$ cat config.mk
export PLATFORM = sky130hd
export DESIGN_NAME = pipe_hazard_ctrl_flat
export DESIGN_NICKNAME = d
export VERILOG_FILES = /design/src/rtl/pipe_hazard_ctrl_if.sv /design/src/rtl/pipe_hazard_ctrl.sv /design/src/flat_wrapper.sv
export SDC_FILE = /design/constraint.sdc
export NUM_CORES = 1
export LEC_CHECK = 0
export CAP_MARGIN = 40
export CORE_MARGIN = 2
export CORE_UTILIZATION = 48
export DETAILED_ROUTE_END_ITERATION = 16
export PLACE_DENSITY_LB_ADDON = 0.3
export SLEW_MARGIN = 20
export SYNTH_ARGS = -nofsm -noshare
export SYNTH_HDL_FRONTEND = slang
export SYNTH_SLANG_ARGS = --single-unit
$ cat constraint.sdc
create_clock -name sysclk -period 2.4 [get_ports sysclk]
set_input_delay 0.48 -clock sysclk [delete_from_list [all_inputs] [get_ports sysclk]]
set_output_delay 0.48 -clock sysclk [all_outputs]
set_load 0.005 [all_outputs]
$ cat src/rtl/pipe_hazard_ctrl_if.sv
// Hazard-controller bus: hazard-detect inputs from the pipeline and the
// stall/flush/freeze controls driven back into it.
interface pipe_hazard_ctrl_if;
  // Inputs: hazard sources seen by the controller
  logic [4:0]  id_rs;
  logic [4:0]  id_rt;
  logic        ex_memread;
  logic [4:0]  ex_rt;
  logic        ex_branch_taken;
  logic        id_jump;
  logic        irq_req;
  logic        mem_req;
  logic        mem_ready;
  // Outputs: pipeline register controls and status
  logic        pc_write;
  logic        if_id_write;
  logic        if_flush;
  logic        id_ex_bubble;
  logic        pipe_hold;
  logic        irq_ack;
  logic        mem_err;
  logic [1:0]  state;
  logic [15:0] stall_count;

  // Pipeline side: supplies hazard sources and consumes the controls
  modport master (
    output id_rs, id_rt, ex_memread, ex_rt, ex_branch_taken, id_jump,
           irq_req, mem_req, mem_ready,
    input  pc_write, if_id_write, if_flush, id_ex_bubble, pipe_hold,
           irq_ack, mem_err, state, stall_count
  );

  // Controller side
  modport slave (
    input  id_rs, id_rt, ex_memread, ex_rt, ex_branch_taken, id_jump,
           irq_req, mem_req, mem_ready,
    output pc_write, if_id_write, if_flush, id_ex_bubble, pipe_hold,
           irq_ack, mem_err, state, stall_count
  );
endinterface

$ cat src/rtl/pipe_hazard_ctrl.sv
// Stall/flush/freeze sequencer for the 5-stage pipeline.
// Priority each cycle: memory freeze > branch/jump flush > irq accept > load-use.
module pipe_hazard_ctrl #(
  parameter int MEM_TIMEOUT = 16,
  parameter int IRQ_BLOCK   = 4
) (
  input  logic              sysclk,
  input  logic              reset,
  pipe_hazard_ctrl_if.slave bus
);
  localparam int WW = $clog2(MEM_TIMEOUT + 1);
  localparam int BW = $clog2(IRQ_BLOCK + 1);

  typedef enum logic [1:0] {
    S_RUN       = 2'd0,
    S_MEMWAIT   = 2'd1,
    S_IRQ_BLOCK = 2'd2
  } state_t;

  state_t          r_state;
  logic [WW-1:0]   r_wait_cnt;
  logic [BW-1:0]   r_blk_cnt;
  logic            r_irq_ack;
  logic            r_mem_err;
  logic [15:0]     r_stall_cnt;

  logic w_mem_stall;
  logic w_frozen;
  logic w_flush_br;
  logic w_irq_acc;
  logic w_load_use;
  logic w_pc_write;

  assign w_mem_stall = bus.mem_req && !bus.mem_ready;
  // In MEMWAIT only mem_ready releases; elsewhere a fresh unready access freezes.
  assign w_frozen    = (r_state == S_MEMWAIT) ? !bus.mem_ready : w_mem_stall;
  assign w_flush_br  = !w_frozen && (bus.ex_branch_taken || bus.id_jump);
  // Interrupts wait for a clean boundary so a taken branch/jump is never split.
  assign w_irq_acc   = !w_frozen && (r_state == S_RUN) && bus.irq_req &&
                       !bus.ex_branch_taken && !bus.id_jump;
  assign w_load_use  = !w_frozen && !w_flush_br && !w_irq_acc && bus.ex_memread &&
                       (bus.ex_rt != 5'd0) &&
                       ((bus.ex_rt == bus.id_rs) || (bus.ex_rt == bus.id_rt));
  assign w_pc_write  = !(w_frozen || w_load_use);

  assign bus.pc_write     = w_pc_write;
  assign bus.if_id_write  = w_pc_write;
  assign bus.pipe_hold    = w_frozen;
  assign bus.if_flush     = w_flush_br || w_irq_acc;
  assign bus.id_ex_bubble = !w_frozen &&
                            (bus.ex_branch_taken || w_irq_acc || w_load_use);
  assign bus.irq_ack      = r_irq_ack;
  assign bus.mem_err      = r_mem_err;
  assign bus.state        = r_state;
  assign bus.stall_count  = r_stall_cnt;

  // FSM: memory wait tracking, irq blocking window and registered pulses
  always_ff @(posedge sysclk or negedge reset) begin
    if (!reset) begin
      r_state    <= S_RUN;
      r_wait_cnt <= '0;
      r_blk_cnt  <= '0;
      r_irq_ack  <= 1'b0;
      r_mem_err  <= 1'b0;
    end else begin
      r_irq_ack <= w_irq_acc;
      r_mem_err <= 1'b0;
      case (r_state)
        S_RUN: begin
          if (w_mem_stall) begin
            r_state    <= S_MEMWAIT;
            r_wait_cnt <= WW'(1);
          end else if (w_irq_acc) begin
            r_state   <= S_IRQ_BLOCK;
            r_blk_cnt <= BW'(IRQ_BLOCK);
          end
        end
        S_MEMWAIT: begin
          if (bus.mem_ready) begin
            // A frozen irq window picks up where it left off.
            r_state    <= (r_blk_cnt != '0) ? S_IRQ_BLOCK : S_RUN;
            r_wait_cnt <= '0;
          end else if (r_wait_cnt == WW'(MEM_TIMEOUT)) begin
            // Aborted access: drop back to RUN and discard any irq window.
            r_state    <= S_RUN;
            r_wait_cnt <= '0;
            r_blk_cnt  <= '0;
            r_mem_err  <= 1'b1;
          end else begin
            r_wait_cnt <= r_wait_cnt + WW'(1);
          end
        end
        S_IRQ_BLOCK: begin
          if (w_mem_stall) begin
            r_state    <= S_MEMWAIT;
            r_wait_cnt <= WW'(1);
          end else if (r_blk_cnt <= BW'(1)) begin
            r_state   <= S_RUN;
            r_blk_cnt <= '0;
          end else begin
            r_blk_cnt <= r_blk_cnt - BW'(1);
          end
        end
        default: r_state <= S_RUN;
      endcase
    end
  end

  // Saturating count of cycles where the PC did not advance
  always_ff @(posedge sysclk or negedge reset) begin
    if (!reset)
      r_stall_cnt <= '0;
    else if (!w_pc_write && (r_stall_cnt != 16'hFFFF))
      r_stall_cnt <= r_stall_cnt + 16'd1;
  end
endmodule

$ cat src/flat_wrapper.sv
// flat-port wrapper written by rule: the top's interface ports become plain ports
module pipe_hazard_ctrl_flat 
#(
  parameter int MEM_TIMEOUT = 16,
  parameter int IRQ_BLOCK   = 4
)
  (sysclk, reset, bus_id_rs, bus_id_rt, bus_ex_memread, bus_ex_rt, bus_ex_branch_taken, bus_id_jump, bus_irq_req, bus_mem_req, bus_mem_ready, bus_pc_write, bus_if_id_write, bus_if_flush, bus_id_ex_bubble, bus_pipe_hold, bus_irq_ack, bus_mem_err, bus_state, bus_stall_count);
  pipe_hazard_ctrl_if bus_i ();
  input  logic sysclk;
  input  logic reset;
  input wire logic [$bits(bus_i.id_rs)-1:0] bus_id_rs;
  input wire logic [$bits(bus_i.id_rt)-1:0] bus_id_rt;
  input wire logic [$bits(bus_i.ex_memread)-1:0] bus_ex_memread;
  input wire logic [$bits(bus_i.ex_rt)-1:0] bus_ex_rt;
  input wire logic [$bits(bus_i.ex_branch_taken)-1:0] bus_ex_branch_taken;
  input wire logic [$bits(bus_i.id_jump)-1:0] bus_id_jump;
  input wire logic [$bits(bus_i.irq_req)-1:0] bus_irq_req;
  input wire logic [$bits(bus_i.mem_req)-1:0] bus_mem_req;
  input wire logic [$bits(bus_i.mem_ready)-1:0] bus_mem_ready;
  output wire logic [$bits(bus_i.pc_write)-1:0] bus_pc_write;
  output wire logic [$bits(bus_i.if_id_write)-1:0] bus_if_id_write;
  output wire logic [$bits(bus_i.if_flush)-1:0] bus_if_flush;
  output wire logic [$bits(bus_i.id_ex_bubble)-1:0] bus_id_ex_bubble;
  output wire logic [$bits(bus_i.pipe_hold)-1:0] bus_pipe_hold;
  output wire logic [$bits(bus_i.irq_ack)-1:0] bus_irq_ack;
  output wire logic [$bits(bus_i.mem_err)-1:0] bus_mem_err;
  output wire logic [$bits(bus_i.state)-1:0] bus_state;
  output wire logic [$bits(bus_i.stall_count)-1:0] bus_stall_count;
  assign bus_i.id_rs = bus_id_rs;
  assign bus_i.id_rt = bus_id_rt;
  assign bus_i.ex_memread = bus_ex_memread;
  assign bus_i.ex_rt = bus_ex_rt;
  assign bus_i.ex_branch_taken = bus_ex_branch_taken;
  assign bus_i.id_jump = bus_id_jump;
  assign bus_i.irq_req = bus_irq_req;
  assign bus_i.mem_req = bus_mem_req;
  assign bus_i.mem_ready = bus_mem_ready;
  assign bus_pc_write = bus_i.pc_write;
  assign bus_if_id_write = bus_i.if_id_write;
  assign bus_if_flush = bus_i.if_flush;
  assign bus_id_ex_bubble = bus_i.id_ex_bubble;
  assign bus_pipe_hold = bus_i.pipe_hold;
  assign bus_irq_ack = bus_i.irq_ack;
  assign bus_mem_err = bus_i.mem_err;
  assign bus_state = bus_i.state;
  assign bus_stall_count = bus_i.stall_count;
  pipe_hazard_ctrl #(.MEM_TIMEOUT(MEM_TIMEOUT), .IRQ_BLOCK(IRQ_BLOCK)) u_core (.sysclk(sysclk), .reset(reset), .bus(bus_i));
endmodule
==> After elaboration in Yosys (flattened, before gate mapping) <==
Index checks and enable logic that the tools add are counted.
{ "totals": {"regBits": 28, "inputBits": 23, "elab_cells": 83} }
{ "op_classes": {"add_sub_neg": 3, "magnitude_cmp": 1, "n_eq_ne": 15, "n_mux": 23, "reduce_logical": 35} }
{ "op_table": {"columns": ["op", "n"], "rows": [
  ["$mux W3", 6],
  ["$add A16 B1 Y16 const B", 1],
  ["$ne A16 B16 Y1 const B", 1],
  ["$mux W5", 3],
  ["$mux W2", 7],
  ["$logic_and A1 B1 Y1", 13],
  ["$eq A5 B5 Y1", 2],
  ["$pmux W5 S2", 1],
  ["$pmux W3 S3", 1],
  ["$ne A2 B2 Y1 const B", 4],
  ["$logic_not A1 Y1", 7],
  ["$logic_or A1 B1 Y1", 6],
  ["$ne A3 B1 Y1 const B", 2],
  ["$pmux W2 S3", 1],
  ["$reduce_and A6 Y1", 1],
  ["$reduce_bool A3 Y1", 2],
  ["$add A5 B1 Y5 const B", 1],
  ["$eq A5 B5 Y1 const B", 1],
  ["$reduce_bool A5 Y1", 1],
  ["$mux W1", 4],
  ["$ne A2 B1 Y1 const B", 2],
  ["$le A3 B1 Y1 const B", 1],
  ["$ne A3 B3 Y1 const B", 1],
  ["$reduce_and A3 Y1", 1],
  ["other kinds (7)", 7]
]} }

==> Longest topological paths before layout <==
{ "depth": {"depth_word": 15, "ltp_mapped": 9, "mapped_depth_nobuf": 8} }

==> Least setup slack after synthesis <==
Ideal clock, no wire load.
{ "synth_timing": {"path_type": "input-to-output", "startpoint": "input bus_ex_rt[1]", "endpoint": "output bus_pc_write", "t_arrival_ns": 1.687, "path_slack_ns": 0.233, "path_stages": 5, "n_path_buf": 2, "path_cell_list": "or3_1 o311a_1 a21oi_4 buf_4 buf_4"} }
{ "synth_between": {"elab_chain_cells": 5, "word_cells_on_any_way": 8} }
{ "synth_lines": {"columns": ["item", "line", "source"], "rows": [
  ["start: declaration", "flat_wrapper.sv:14", "input wire logic [$bits(bus_i.ex_rt)-1:0] bus_ex_rt;"],
  ["$eq A5 B5 Y1 / $reduce_bool A5 Y1 (equally long branches)", "pipe_hazard_ctrl.sv:43, pipe_hazard_ctrl.sv:42", null],
  ["$logic_or A1 B1 Y1 / $logic_and A1 B1 Y1 (equally long branches)", "pipe_hazard_ctrl.sv:43, pipe_hazard_ctrl.sv:41", null],
  ["$logic_and A1 B1 Y1 (*)", "pipe_hazard_ctrl.sv:42", "(bus.ex_rt != 5'd0) &&"],
  ["$logic_or A1 B1 Y1 (*)", "pipe_hazard_ctrl.sv:44", "assign w_pc_write = !(w_frozen || w_load_use);"],
  ["$logic_not A1 Y1 (*)", "pipe_hazard_ctrl.sv:44", null],
  ["end: declaration", "flat_wrapper.sv:20", "output wire logic [$bits(bus_i.pc_write)-1:0] bus_pc_write;"]
]} }
Mark *: on every way between the ends. The rest lies on a longest branch, timed or not.

==> Worst setup path after layout <==
{ "layout_timing": {"startpoint": "input bus_ex_rt[3]", "endpoint": "output bus_if_id_write"} }
{ "layout_between": {"elab_chain_cells": 5, "word_cells_on_any_way": 8} }
{ "layout_lines": {"columns": ["item", "line", "source"], "rows": [
  ["$eq A5 B5 Y1 / $reduce_bool A5 Y1 (equally long branches)", "pipe_hazard_ctrl.sv:43, pipe_hazard_ctrl.sv:42", null],
  ["$logic_or A1 B1 Y1 / $logic_and A1 B1 Y1 (equally long branches)", "pipe_hazard_ctrl.sv:43, pipe_hazard_ctrl.sv:41", null],
  ["$logic_and A1 B1 Y1 (*)", "pipe_hazard_ctrl.sv:42", null],
  ["$logic_or A1 B1 Y1 (*)", "pipe_hazard_ctrl.sv:44", null],
  ["$logic_not A1 Y1 (*)", "pipe_hazard_ctrl.sv:44", null],
  ["end: declaration", "flat_wrapper.sv:21", "output wire logic [$bits(bus_i.if_id_write)-1:0] bus_if_id_write;"]
]} }
Marked as above.

==> summary.md <==
| Metric | Value |
|---|---|
| Yosys top cell by area | dfrtp_1 |
| Place WS | -493.7 ps |
| TritonCTS clock tree | done |
| Commonest non-fill, non-tap cell in the layout | clkdlybuf4s50_1 |
| Met3 Use GR | 0.03169 |
| Hold Vio Cnt, Final | 0 |
| Rows | 21 |
| Post-route setup slack | 72.61 ps |
| Ratio of cells with drive above 1 in the final layout | 0.1686 |
| CTS Hold Bufs | 0 |
| Initial core utilization | 0.5065 |
| Initial antenna violation count | 0 |
| Hold Slack | 480.3 ps |
| Pre-Repair DR Iteration Count | 4 |
| Async SR Flop Fraction | 1.000 |
| First-pass GRT wire length | 6506 um |
| Yosys warns | 0 |
| Met1 usage | 0.2671 |
| Lkg Pwr | 1.102 nW |
| # port buffers | 47 |
| Power per cell area | 775.1 nW/um^2 |
| Syn_nets | 220 |
| Largest net degree at the start of global routing | 29 |
| Sequential fraction of the synthesis area | 0.4082 |
| # setup viols final | 0 |
| Drt via density | 5.249 |
| Routed len/inst | 13.45 um |
| Clk_lat worst skew | 340 ps |
| Clk buf depth | 2 |
| Die Ht | 63.80 um |
| Residual DRC | 0 |
| Syn avg cell area | 9.180 sq um |
| GPL Wtd Cong | 0.8423 |
| Global Route Usage Sum | 0.1972 |
| Root buf cell | clkbuf_4 |
| WS Path Type | in -> out |
| Highest clock rate | 429.7 MHz |
| Rel. slew slack | 0.6128 |
| Post-DRT Antenna Nets | 0 |
| Status | complete, no violations |
| Post-Syn Area | 1717 sq um |
| H-tree depth | 1 |
| Area Overhead vs Synth | 44.32% |
| Final min period | 2327 ps |
| GRT overflow | 0 |
| Post-route cell area | 2477 sq um |
| Worst Path Required | 1920 ps |
| R2R cell count | 9 |
| Yosys reg bits | 28 |
| Iteration-0 DRC Markers | 67 |
| I/O pin count | 48 |
| Global route hottest layer | met2 |
| Via count | 1,580 |
| RSZ-0062 raised after global routing | yes |
| Met2 Usage GRT | 0.3294 |
| Post-Route WL | 4047 um |
| Maximum vdd drop | 0.5007 mV |
| Top cell type's share of synthesized area | 0.4082 |
| Nets | 289 |
| Hold crit path type | in -> async |
| Most frequent cells in the layout | clkdlybuf4s50_1, dfrtp_1, nand2_1, buf_4, nor2_1 |
| Setup tns final | 0 ps |
| Area after DPL | 2335 sq um |
| Most area-consuming cells after synthesis | dfrtp_1, ha_1, xor2_1, xnor2_1, nand2_1 |
| Die W | 63.80 um |
| Type of origin of the critical path | input port |
| Clock net sink count | 28 |
| Max-slew violations | 0 |
| Worst Setup End Kind | primary output |
| Max-cap violations | 0 |
| Clock-pin transition on the worst setup and hold timing paths | 160 ps |
| # diodes | 0 |
| Tot Pwr | 1.920 mW |
| FILL cells | 263 |
| Clock buffer count from CTS | 3 |
| Core ar. | 3390 sq um |
| Post-route clock period utilization | 0.9697 |
| Post-synth top flop | dfrtp_1 |
| Distinct cells, synth | 37 |
| Die Footprint | 4070 sq um |
| Maximum fanout along the worst path | 2 |
| Clk_skew | 14.82 ps |
| Post-synth EDFFs | 0 |
| Post-DP HPWL | 2865 um |
| Worst-Margin Slew | 575.7 ps |
| Post-Synthesis Cells | 187 |
| Vias in the first global route | 1,461 |
| Arrival @ worst endpoint | 1850 ps |
==> path summary, 6_finish.rpt <==
path                                                       start                                endpoint  slack, ps
min in group sysclk             u_core.r_wait_cnt[4]$_DFFE_PN0P_        u_core.r_wait_cnt[4]$_DFFE_PN0P_        520
worst max-delay path                                bus_ex_rt[3]                         bus_if_id_write         70
worst min-delay path                                       reset   u_core.bus.stall_count[5]$_DFFE_PN0P_        480
max in group asynchronous                                  reset         u_core.r_blk_cnt[1]$_DFFE_PN0P_       1650
worst min register to register  u_core.r_wait_cnt[4]$_DFFE_PN0P_        u_core.r_wait_cnt[4]$_DFFE_PN0P_        520
worst max register to register   u_core.bus.state[0]$_DFFE_PN0P_  u_core.bus.stall_count[14]$_DFFE_PN0P_        210
==> critical path: stages <==
cell	delay (ps)
dlygate4sd2_1	250
or3_1	360
o311a_1	350
a21oi_4	190
clkdlybuf4s15_1	220
==> power by group <==
group / internal (mW) / switching (mW) / total, mW
clock network: 0.169 / 0.148 / 0.317
logic: 0.486 / 0.414 / 0.900
registers: 0.585 / 0.117 / 0.703
total: 1.24 / 0.679 / 1.92
==> cell type report <==
class,count,area [sq um],area share
clock buffer,3,22.52,0.009091
clock inverter,1,30.03,0.01212
inverter,13,51.30,0.02071
multi-input combinational,142,997.2,0.4025
sequential,28,700.7,0.2828
tap,46,57.56,0.02323
timing repair buffer,68,618.1,0.2495
==> synth_stat cells, types with 2 or more instances <==
library cell and number:
mux2_2 3, mux2_1 2, inv_1 13, nor4b_1 2, nand2b_1 2, o31ai_1 2
o41ai_1 2, clkbuf_1 2, nor2b_1 2, nor2_1 16, or3_1 2, nand4_1 2
ha_1 10, nor3b_1 2, xor2_1 12, a21oi_1 5, a31oi_1 2, nand2_1 21
xnor2_1 11, dfrtp_1 28, o22ai_1 3, nor3_1 8, nand3_1 11, and3_1 2
buf_4 2, o21ai_0 9
==> what timing repair did <==
action,CTS,global route
setup buffers,4,2
pin swaps,5,10
endpoints found under the hold margin,0,0
setup endpoints to repair,5,4
gates resized for setup,23,12
gates cloned,0,0
==> cell families after synthesis <==
group	synth area share
multiplexers	0.03280
AND/OR/NAND/NOR	0.2106
AO/OA/AOI/OAI	0.1166
adder cells (fa/ha/maj)	0.07289
flip-flops	0.4082
XOR/XNOR	0.1173
buffers and inverters	0.04155
==> flip-flops by register name, indices dropped and copies added (netlist names) <==
| name | cells |
|---|---|
| u_core.bus.stall_count | 16 |
| u_core.r_wait_cnt | 5 |
| u_core.r_blk_cnt | 3 |
| u_core.bus.state | 2 |
| u_core.bus.irq_ack | 1 |
| u_core.bus.mem_err | 1 |
==> layer usage <==
layer,share of wire,up-vias,wire length [um]
li1,-,781,-
met1,0.47,748,1892
met2,0.46,47,1881
met3,0.059,4,237
met4,0.0089,0,36
met5,0,-,0
==> stage by stage <==
step           instances    util
3_3_place_gp         291  0.6888
2_1_floorplan        187       -
6_report             301  0.7309
5_1_grt              301  0.7309
4_1_cts              299  0.7191
3_5_place_dp         291  0.6888
Power figures use the tool's default switching activity.
